--- src/rtl/counter_input_conditioner.sv ---
// Input conditioner for the 8-bit programmable counter: synchronizes and debounces the raw
// enable/load/step controls and turns them into clean single-cycle count and load strobes.
module counter_input_conditioner #(
  parameter int DEBOUNCE_CYCLES = 4,
  parameter int DIV_W           = 8
) (
  input  logic             clk,
  input  logic             rst_n,
  input  logic             enable_raw,
  input  logic             load_raw,
  input  logic             step_raw,
  input  logic [7:0]       data_raw,
  input  logic [DIV_W-1:0] div_val,
  output logic             count_en,
  output logic             load_pulse,
  output logic [7:0]       load_data,
  output logic             running
);

  localparam logic [0:0] IDLE = 1'b0;
  localparam logic [0:0] RUN  = 1'b1;

  localparam int EN = 0;
  localparam int LD = 1;
  localparam int ST = 2;

  localparam logic [7:0] DB_LAST = 8'(DEBOUNCE_CYCLES - 1);

  logic [2:0]       raw_bits;
  logic [2:0]       sync1;
  logic [2:0]       sync2;
  logic [2:0]       deb_lvl;
  logic [2:0]       flip;
  logic [7:0]       db_cnt [3];
  logic [7:0]       data_s1;
  logic [7:0]       data_s2;
  logic             primed;
  logic [1:0]       armed;
  logic [0:0]       state;
  logic [DIV_W-1:0] pc;
  logic             en_rise;
  logic             en_fall;
  logic             ld_evt;
  logic             st_evt;

  assign raw_bits = {step_raw, load_raw, enable_raw};

  always_ff @(posedge clk or negedge rst_n) begin
    if (!rst_n) begin
      sync1   <= '0;
      sync2   <= '0;
      data_s1 <= '0;
      data_s2 <= '0;
    end else begin
      sync1   <= raw_bits;
      sync2   <= sync1;
      data_s1 <= data_raw;
      data_s2 <= data_s1;
    end
  end

  // A level flips on the cycle its disagreement count would reach DEBOUNCE_CYCLES.
  always_comb begin
    flip = '0;
    for (int i = 0; i < 3; i++) begin
      flip[i] = (sync2[i] != deb_lvl[i]) && (db_cnt[i] == DB_LAST);
    end
  end

  always_ff @(posedge clk or negedge rst_n) begin
    if (!rst_n) begin
      deb_lvl <= '0;
      for (int i = 0; i < 3; i++) begin
        db_cnt[i] <= '0;
      end
    end else begin
      for (int i = 0; i < 3; i++) begin
        if (sync2[i] == deb_lvl[i]) begin
          db_cnt[i] <= '0;
        end else if (flip[i]) begin
          deb_lvl[i] <= ~deb_lvl[i];
          db_cnt[i]  <= '0;
        end else begin
          db_cnt[i] <= db_cnt[i] + 8'd1;
        end
      end
    end
  end

  // Load and step only fire after their raw pin has been seen low since reset, so a
  // button already held at release never produces a strobe.
  always_ff @(posedge clk or negedge rst_n) begin
    if (!rst_n) begin
      primed <= 1'b0;
      armed  <= '0;
    end else begin
      primed <= 1'b1;
      armed  <= armed | ({2{primed}} & ~sync1[ST:LD]);
    end
  end

  assign en_rise = flip[EN] & ~deb_lvl[EN];
  assign en_fall = flip[EN] &  deb_lvl[EN];
  assign ld_evt  = flip[LD] & ~deb_lvl[LD] & armed[0];
  assign st_evt  = flip[ST] & ~deb_lvl[ST] & armed[1];

  always_ff @(posedge clk or negedge rst_n) begin
    if (!rst_n) begin
      load_pulse <= 1'b0;
      load_data  <= 8'h00;
    end else begin
      load_pulse <= ld_evt;
      if (ld_evt) begin
        load_data <= data_s2;
      end
    end
  end

  // Prescaler FSM; a load strobe always wins the cycle and restarts the period.
  always_ff @(posedge clk or negedge rst_n) begin
    if (!rst_n) begin
      state    <= IDLE;
      pc       <= '0;
      count_en <= 1'b0;
    end else if (state == IDLE) begin
      pc       <= '0;
      count_en <= st_evt & ~ld_evt & ~en_rise;
      if (en_rise) begin
        state <= RUN;
      end
    end else begin
      if (en_fall) begin
        state    <= IDLE;
        pc       <= '0;
        count_en <= 1'b0;
      end else if (ld_evt) begin
        pc       <= '0;
        count_en <= 1'b0;
      end else if (pc >= div_val) begin
        pc       <= '0;
        count_en <= 1'b1;
      end else begin
        pc       <= pc + DIV_W'(1);
        count_en <= 1'b0;
      end
    end
  end

  assign running = (state == RUN);

endmodule

--- config.mk ---
export PLATFORM = sky130hd
export DESIGN_NAME = counter_input_conditioner
export DESIGN_NICKNAME = d
export VERILOG_FILES = /design/src/rtl/counter_input_conditioner.sv
export SDC_FILE = /design/constraint.sdc
export NUM_CORES = 1
export LEC_CHECK = 0
export BUFFER_PORTS_ARGS = -buffer_cell sky130_fd_sc_hd__clkbuf_2
export CAP_MARGIN = 15
export CORE_MARGIN = 3
export CORE_UTILIZATION = 35
export CTS_BUF_LIST = sky130_fd_sc_hd__clkbuf_8
export CTS_CLUSTER_SIZE = 10
export DETAILED_ROUTE_END_ITERATION = 10
export PLACE_DENSITY = 0.65
export SYNTH_ARGS = -nofsm -noshare
export SYNTH_HDL_FRONTEND = slang
export SYNTH_SLANG_ARGS = --single-unit
--- constraint.sdc ---
create_clock -name clk -period 1.8 [get_ports clk]
set_clock_uncertainty 0.1 [all_clocks]
set_input_delay 0.36 -clock clk [delete_from_list [all_inputs] [get_ports clk]]
set_output_delay 0.36 -clock clk [all_outputs]
set_load 0.005 [all_outputs]
==> metrics.txt, run 1 <==
Net Sw Power=1300 µW; total vias in the final route=1,826; GRT Resource Usage Total=11.3%; clock transition time at the flip-flop clock pins of the worst setup and hold paths=0.08 ns; global-route wire length before repair=7930 µm; share of power burned in the clock network=27.9%; global route overflow=0; Tmin final=1.77 ns; Inst Count DP=374; clock tree from TritonCTS=done; final design utilization=46.4%; initial DRC count=57; Total Die Area=0.00929 mm²; final period utilization=98.5%; Highest Clock Rate=0.564 GHz; sequential-to-total area share from yosys stat=61.2%; power after layout=4160 µW; area of the core region=0.00785 mm²; chip height=96.4 µm; area growth from synthesis to layout=27.3%; initial core utilization=36.4%; count of distinct cell types in the synthesized netlist=29; die width=96.4 µm; iteration count of the initial detailed-routing pass=4; number of max-capacitance violations reported=0; final wirelength=4720 µm; cell internal power dissipation=2860 µW; Setup WS pre-CTS=-0.121 ns; FF+latch count, synth=70; per-instance average area after synthesis=12.7 µm²; drt wl/cell=11.8 µm; critical path type=reg -> reg; maximum fanout along the worst path=5; power density over cell area=1140 mW/mm²; TritonCTS buffer count=9; CTS HTree Levels=3; path category of the worst min-delay check=in -> reg; std cell rows=32; final estimated routing congestion in global placement=0.772; sinks on the clock net=70; non-filler instance count after layout=401; peak ir drop on the vdd network=648 µV; final worst-path setup slack=0.0269 ns; maximum number of pins on one net before global-route repair=39; via count of the first global-routing pass=1,827; count of mapped cells out of synthesis=226; root buf cell=clkbuf_8; count of nets after finishing=327; element type at the critical path end=register; antenna viol nets, final=0; fill count=703; half-perimeter wire length of the detailed placement result=3170 µm; Arrival @ worst endpoint=1.96 ns; proportion of power drawn by flip-flops and latches=48.5%; Boundary Pins=32; unrepaired setup endpoints after global routing=yes; Synth warnings=0; Finished Cell Area=0.00364 mm²; worst endpoint required time=1.99 ns; average via count per standard cell=4.55; antenna violations before repair=0; Switching Share=31.3%; Slew Viols, Final=0; Clock Tree Buf Depth=2; post-synth net total=259; total placed instance area=0.00328 mm²; share of power burned in combinational logic=23.6%; kind of start point of the critical path=register; port buffer count=31; count of antenna diodes in the layout=0; post-synthesis instance area=0.00286 mm²; count of endpoints failing hold in the final timing report=0; static leakage power=0.00180 µW; result of the run=complete, no violations; final routed DRC violation total=0; Skew-Pair Late Insertion Delay=0.34 ns; endpoints failing setup=0; proportion of layout cells with a drive suffix above 1=31.4%
flip-flops by register name, indices dropped and copies added, names as in the netlist, 2 cells and up:
register,cells
pc,8
data_s1,8
armed,2
load_data,8
sync2,3
db_cnt,24
data_s2,8
sync1,3
deb_lvl,3
power by group through the flow:
stage / Sequential, µW / Combinational (µW) / Clock (µW)
global placement: 2040 / 904 / 0
detailed placement: 2040 / 923 / 0
CTS: 2020 / 993 / 1200
floorplan: 2020 / 563 / 0
global route: 2060 / 1110 / 1280
finish: 2010 / 982 / 1160
placed cells by master, fill, tap and decap left out, drive strengths merged, types with 2 or more instances in the layout:
cell and n:
o221ai 2, and3 11, dlygate4sd3 6, nand2 8, nor4 2, a21o 2, inv 18, clkbuf 39
buf 21, nor2 24, xnor2 4, nand3 23, xor2 23, mux2 11, ha 12, dfrtp 70
nor3 10
worst max-delay path, cell delays in order (launching register included):
cell      delay (ns)
dfrtp_1         0.42
ha_4            0.29
nand2_2         0.04
or3_4           0.39
o221ai_4        0.26
o2111a_1        0.21
cell type report:
type | count | area, µm² | share of cell area, %
timing repair buffer | 57 | 390 | 10.7
clock inverter | 7 | 60.1 | 1.65
multi-input combinational | 143 | 1140 | 31.3
tap | 102 | 128 | 3.50
sequential | 70 | 1750 | 48.1
inverter | 13 | 48.8 | 1.34
clock buffer | 9 | 124 | 3.40
logic make-up after synthesis:
family,synth area share [%]
buf+inv,2.10
fa+ha+maj,5.25
simple gates,14.6
flops,61.2
xor+xnor,8.27
mux,5.38
compound gates,3.06
other cells,0.131
repair_timing:
action,4_1_cts,5_1_grt
cloned,1,0
setup buffers,0,4
pin swaps,10,4
hold buffers,4,2
resized for setup,6,5
setup endpoints to repair,5,16
hold endpoints to repair,11,2
Yosys cell counts:
master     n  area share [%]
nor4_2     1            0.44
a211o_2    1            0.35
conb_1     1            0.13
nand2_1    7            0.92
a21o_1     2            0.52
and3_1    11             2.4
nor4b_1    1            0.31
a21oi_1    1            0.17
nor2_1    24             3.1
nor3_1    10             1.7
inv_1     13             1.7
or3_4      1            0.39
nand2b_1   1            0.22
mux2_2     3             1.2
a31oi_2    1            0.44
xnor2_1    4             1.2
nand4_1    1            0.22
ha_1      12             5.2
o2111a_1   1            0.39
nand2_2    1            0.22
dfrtp_1   70              61
xor2_1    23             7.0
nand3_1   23             4.0
nor4_1     1            0.22
buf_6      1            0.39
a211oi_1   1            0.26
o221ai_4   1            0.92
mux2_4     8             4.2
and3b_1    1            0.31
worst paths after layout:
check	to	slack [ns]	depth (start not counted)	start
worst max-delay path	count_en$_DFF_PN0_	0.03	5	pc[5]$_DFF_PN0_
worst min-delay path	sync1[1]$_DFF_PN0_	0.02	1	load_raw
worst max register to register	count_en$_DFF_PN0_	0.03	5	pc[5]$_DFF_PN0_
worst min register to register	data_s2[4]$_DFF_PN0_	0.25	0	data_s1[4]$_DFF_PN0_
max in group asynchronous	sync1[0]$_DFF_PN0_	0.80	3	rst_n
min in group asynchronous	data_s1[2]$_DFF_PN0_	0.32	2	rst_n
through the flow:
stage / TNS, ns / hold WS (ns)
6_report: 0 / 0.0216
5_1_grt: -0.0461 / 0.00154
4_1_cts: 0 / 0.00468
3_5_place_dp: -0.877 / 0.157
3_3_place_gp: -0.535 / 0.152
2_1_floorplan: 0 / -0.0356
layer usage:
metal / vias up / wire length, µm / global-route usage, %
li1: 907 / - / -
met1: 870 / 2260 / 14.9
met2: 41 / 2140 / 16.7
met3: 8 / 240 / 3.72
met4: 0 / 79 / 5.61
met5: - / 0 / 0
(Power assumes the default switching activity.)
==> inputs of run 2 (changes only) <==
RECOVER_POWER = 25   (was not set)
==> run 2 against run 1 <==
First-iteration DRC count unchanged; worst hold slack about the same; via count stayed put; fmax is the same; largest power group unchanged; sequential share of layout area about the same; sequential power barely moved; sequential cell count unchanged; critical endpoint unchanged; core utilization barely moved.
==> metrics.txt, run 2 (synthesis results as in run 1) <==
result of the run=complete, no violations; maximum number of pins on one net before global-route repair=39 (unchanged); Slew Viols, Final=0 (unchanged); proportion of power drawn by flip-flops and latches=48.5% (about the same); share of power burned in combinational logic=23.6% (about the same); kind of start point of the critical path=register; Arrival @ worst endpoint=1.96 ns (about the same); count of endpoints failing hold in the final timing report=0 (unchanged); via count of the first global-routing pass=1,827 (unchanged); most common library cell in the layout ignoring fill and taps=dfrtp_1; count of antenna diodes in the layout=0 (unchanged); clock tree from TritonCTS=done; critical path type=reg -> reg; final wirelength=4720 µm (unchanged); die width=96.4 µm (unchanged); Total Die Area=0.00929 mm² (unchanged); Tightest Pin Transition=0.657 ns; antenna viol nets, final=0 (unchanged); clock transition time at the flip-flop clock pins of the worst setup and hold paths=0.08 ns (about the same); area of the core region=0.00785 mm² (unchanged); total vias in the final route=1,826 (unchanged); element type at the critical path end=register; global route overflow=0 (unchanged); sinks on the clock net=70 (unchanged); root buf cell=clkbuf_8; final routed DRC violation total=0 (unchanged); static leakage power=0.00180 µW (-0.15%); share of power burned in the clock network=27.9% (about the same); endpoint of the lowest-slack register-to-register path=count_en$_DFF_PN0_; std cell rows=32 (unchanged); endpoints failing setup=0 (unchanged); drt wl/cell=11.8 µm (unchanged); Boundary Pins=32 (unchanged); initial core utilization=36.4% (unchanged); worst hold path depth=1 (unchanged); number of max-capacitance violations reported=0 (unchanged); maximum fanout along the worst path=5 (unchanged); CTS HTree Levels=3 (unchanged); antenna violations before repair=0 (unchanged); average via count per standard cell=4.55 (unchanged); Hold Path Origin=load_raw; most frequent cells in the layout=70 x dfrtp_1, 30 x clkbuf_2, 24 x nor2_1, 23 x xor2_1, 23 x nand3_1; GRT Resource Usage Total=11.3% (unchanged); unrepaired setup endpoints after global routing=yes; Slew Limit Headroom=56.2%; Hold Path Sink=sync1[1]$_DFF_PN0_; post-route worst hold slack=0.0216 ns (+0.000000100 ns); R2R Path Start=pc[5]$_DFF_PN0_; peak ir drop on the vdd network=648 µV (about the same); TritonCTS buffer count=9 (unchanged); port buffer count=31 (unchanged); path category of the worst min-delay check=in -> reg; Highest Clock Rate=0.564 GHz (unchanged); proportion of layout cells with a drive suffix above 1=31.1% (-0.33 points); final estimated routing congestion in global placement=0.772 (unchanged); cell internal power dissipation=2860 µW (about the same); iteration count of the initial detailed-routing pass=4 (unchanged); chip height=96.4 µm (unchanged); final design utilization=46.4% (about the same); Switching Share=31.3% (about the same); Worst Reg2Reg Path Length in Cells=5 (unchanged); Net Sw Power=1300 µW (unchanged); area growth from synthesis to layout=27.3% (about the same); initial DRC count=57 (unchanged); power density over cell area=1140 mW/mm² (about the same); register with the most flip-flops=db_cnt; global-route wire length before repair=7930 µm (unchanged); final period utilization=98.5% (about the same); power after layout=4160 µW (about the same); Clock Tree Buf Depth=2 (unchanged); flip-flop count of the largest register after layout=24 (unchanged); worst endpoint required time=1.99 ns (about the same); half-perimeter wire length of the detailed placement result=3170 µm (unchanged); Skew-Pair Late Insertion Delay=0.34 ns (about the same); Tmin final=1.77 ns (+0.000000200 ns); minimum setup slack among reg-to-reg paths=0.03 ns (about the same); count of nets after finishing=327 (unchanged)
[run 2: cell count changes in the layout (fill, tap and decap cells not counted), sizes merged]
cell,delta
buf,-1
clkbuf,+1
[run 2: critical path: stages (launching register included)]
cell	delay [ns]
dfrtp_1	0.42
ha_4	0.29
nand2_2	0.04
or3_4	0.39
o221ai_4	0.26
o2111a_1	0.21
[run 2: worst max-delay path by stage]
stage,start,to,slack (ns),depth (start not counted)
detailed placement,div_val[2],pc[6]$_DFF_PN0_,-0.12,7
global placement,div_val[5],count_en$_DFF_PN0_,-0.08,7
floorplan,pc[2]$_DFF_PN0_,count_en$_DFF_PN0_,0.02,5
finish,pc[5]$_DFF_PN0_,count_en$_DFF_PN0_,0.03,5
CTS,pc[5]$_DFF_PN0_,count_en$_DFF_PN0_,0.01,5
global route,pc[5]$_DFF_PN0_,count_en$_DFF_PN0_,-0.05,5
[run 2: layout make-up]
| cell class | instances | area (µm²) |
|---|---|---|
| clock buffers | 9 | 124 |
| clock inverters | 7 | 60.1 |
| fillers | 704 | 4210 |
| inverters | 13 | 48.8 |
| multi-input cells | 143 | 1140 |
| flip-flops and latches | 70 | 1750 |
| well taps | 102 | 128 |
| repair buffers | 57 | 389 |
[run 2: stage by stage]
stage	instances	area (µm²)	setup slack, ns	TNS, ns
final	401	3640	0.0269	0
after floorplan	226	2860	0.0229	0
after detailed placement	374	3280	-0.121	-0.877
after global routing	401	3640	-0.0461	-0.0461
after global placement	374	3280	-0.0764	-0.535
after CTS	395	3560	0.0118	0
[run 2: what timing repair did]
action,in CTS,in global routing
endpoints found under the setup margin,5,16
hold buffers,4,2
buffers inserted,0,4
endpoints found under the hold margin,11,2
pin swaps,10,4
gates cloned,1,0
gates resized for setup,6,5
[run 2: layer usage]
metal / vias up / global-route usage [%] / share of wire, % / wire, µm
met5: - / 0 / 0 / 0
met4: 0 / 5.61 / 1.7 / 79
met3: 8 / 3.72 / 5.1 / 240
met2: 41 / 16.7 / 45 / 2140
met1: 870 / 14.9 / 48 / 2260
li1: 907 / - / - / -
[run 2: power by group through the flow]
stage	logic, µW	clock network, µW	registers [µW]
floorplan	563	0	2020
global placement	904	0	2040
detailed placement	923	0	2040
CTS	993	1200	2020
global route	1110	1280	2060
finish	982	1160	2010
==> inputs of run 3 (changes only) <==
CORE_UTILIZATION = 30   (was 35)
PLACE_DENSITY = 0.59   (was 0.65)
==> run 3 against run 2 <==
The flow now finishes with violations (setup timing); non-clock buffer count fell by 7; sequential cell count is the same; fmax down 2.9%; sequential power about the same; setup slack got worse by 0.053 ns; power grew 1.1%; highest routed layer unchanged; largest power group unchanged; combinational power rose by 6%; worst hold slack gained 0.013 ns; clock-buffer cell count stayed put.
==> metrics.txt, run 3 (synthesis results as in run 1) <==
std cell rows=35 (+9.4%); iteration count of the initial detailed-routing pass=4 (unchanged); Switching Share=29.4% (-1.8 points); area growth from synthesis to layout=26.7%; via count of the first global-routing pass=1,946 (+6.5%); met2 usage in global routing=14.8% (-2.0 points); maximum fanout along the worst path=5 (unchanged); Setup WS pre-CTS=-0.146 ns (-0.0253 ns); GRT Resource Usage Total=10.0% (-1.3 points); maximum number of pins on one net before global-route repair=36 (-7.7%); kind of start point of the critical path=register; initial core utilization=31.0% (-5.5 points); Clock Tree Buf Depth=2 (unchanged); die width=104 µm (+7.5%); worst endpoint required time=1.96 ns (-0.03 ns); clock transition time at the flip-flop clock pins of the worst setup and hold paths=0.07 ns (about the same); Arrival @ worst endpoint=1.99 ns (+0.03 ns); global route overflow=0 (unchanged); static leakage power=0.00178 µW (-1.0%); clock tree from TritonCTS=done; final period utilization=101% (+2.9 points); antenna viol nets, final=0 (unchanged); drt wl/cell=11.7 µm (-0.41%); TritonCTS buffer count=9 (unchanged); critical path type=reg -> reg; Total Die Area=0.0107 mm² (+16%); total vias in the final route=1,833 (+0.38%); Boundary Pins=32 (unchanged); Slew Limit Headroom=34.6% (-22 points); final worst-path setup slack=-0.0258 ns (-0.0527 ns); flip-flop count of the largest register after layout=24 (unchanged); count of antenna diodes in the layout=0 (unchanged); failing checks=setup timing; peak ir drop on the vdd network=714 µV (+10%); share of power burned in the clock network=27.7% (-0.2 points); GRT met3 Usage=2.43% (-1.3 points); proportion of layout cells with a drive suffix above 1=32.2% (+1.1 points); share of power burned in combinational logic=24.8% (+1.2 points); count of endpoints failing hold in the final timing report=0 (unchanged); final wirelength=4930 µm (+4.6%); Net Sw Power=1240 µW (-4.8%); count of nets after finishing=320 (-2.1%); Slew Viols, Final=0 (unchanged); proportion of power drawn by flip-flops and latches=47.5% (-1.0 points); final design utilization=39.2% (-7.2 points); most frequent cells in the layout=70 x dfrtp_1, 30 x clkbuf_2, 24 x nor2_1, 23 x xor2_1, 23 x nand3_1; Skew-Pair Late Insertion Delay=0.33 ns (about the same); element type at the critical path end=register; worst hold path depth=1 (unchanged); unrepaired setup endpoints after global routing=yes; half-perimeter wire length of the detailed placement result=3370 µm (+6.3%); cell internal power dissipation=2960 µW (+3.8%); global-route wire length before repair=8750 µm (+10%); final estimated routing congestion in global placement=0.793 (+2.7%); sinks on the clock net=70 (unchanged); sum of negative setup slack=-0.0258 ns (-0.0258 ns); average via count per standard cell=4.35 (-4.4%); Tightest Pin Transition=0.981 ns (+0.323 ns); endpoints failing setup=1 (+1); gr busiest metal=met2; final routed DRC violation total=0 (unchanged); met1 demand-to-capacity share in global routing=13.8% (-1.1 points); Tmin final=1.83 ns (+0.0527 ns); power density over cell area=1160 mW/mm² (+1.6%); area of the core region=0.00924 mm² (+18%); most common library cell in the layout ignoring fill and taps=dfrtp_1; path category of the worst min-delay check=in -> reg; Worst Reg2Reg Path Length in Cells=5 (unchanged); initial DRC count=57 (unchanged); Highest Clock Rate=0.548 GHz (-2.9%); result of the run=complete, but fails checks; register with the most flip-flops=db_cnt; root buf cell=clkbuf_8; chip height=104 µm (+7.5%); number of max-capacitance violations reported=0 (unchanged); antenna violations before repair=0 (unchanged); CTS HTree Levels=3 (unchanged); port buffer count=31 (unchanged)
-- run 3: cell types whose count changed in the layout (fill, tap and decap cells not counted), moves of 3 or more --
cell / delta
dlygate4sd3_1: -5
inv_6: -5
clkinv_2: +4
nor3_1: -3
nor3_2: +3
-- run 3: power by group through the flow --
stage	sequential, µW	clock (µW)	combinational (µW)
after detailed placement	2020	0	974
final	2000	1160	1040
after CTS	2000	1200	1020
after floorplan	2020	0	563
after global placement	2020	0	958
after global routing	2040	1290	1150
-- run 3: repair_timing --
item / 4_1_cts / 5_1_grt
pin swaps: 1 / 6
setup endpoints to repair: 7 / 15
buffers inserted: 0 / 0
endpoints found under the hold margin: 16 / 0
hold buffers: 1 / 0
cloned: 1 / 0
resized for setup: 3 / 12
-- run 3: metal layers --
metal  part of all wire (%)  vias to the layer above
met5                      0                        -
met4                    1.1                        0
met3                    3.3                        7
met2                     46                       37
met1                     49                      897
li1                       -                      892
-- run 3: path summary, 6_finish.rpt --
path,slack (ns),to,startpoint
max reg2reg,-0.03,count_en$_DFF_PN0_,pc[5]$_DFF_PN0_
min,0.03,data_s1[7]$_DFF_PN0_,data_raw[7]
min in group asynchronous,0.62,data_s2[4]$_DFF_PN0_,rst_n
max in group asynchronous,0.17,armed[0]$_DFF_PN0_,rst_n
max,-0.03,count_en$_DFF_PN0_,pc[5]$_DFF_PN0_
min reg2reg,0.25,data_s2[3]$_DFF_PN0_,data_s1[3]$_DFF_PN0_
-- run 3: through the flow --
stage / instance area (µm²) / instances / total power [µW] / hold slack, ns
after floorplan: 2860 / 226 / 2590 / -0.0356
after global placement: 3310 / 403 / 2980 / 0.208
after detailed placement: 3310 / 403 / 3000 / 0.213
after CTS: 3540 / 421 / 4230 / 0.0131
after global routing: 3620 / 421 / 4480 / 0.00962
final: 3620 / 421 / 4200 / 0.0347
-- run 3: area by class of cell --
cell class / instances / area, µm²
clock buffer: 9 / 124
clock inverter: 7 / 57.6
fill: 903 / 5620
inverter: 13 / 48.8
multi-input combinational: 143 / 1170
sequential: 70 / 1750
tap: 129 / 161
timing repair buffer: 50 / 312
-- run 3: worst max-delay path, cell delays in order, from the launching register on --
cell	delay [ns]
dfrtp_1	0.42
ha_4	0.28
nand2_2	0.04
or3_4	0.39
o221ai_4	0.31
o2111a_1	0.22
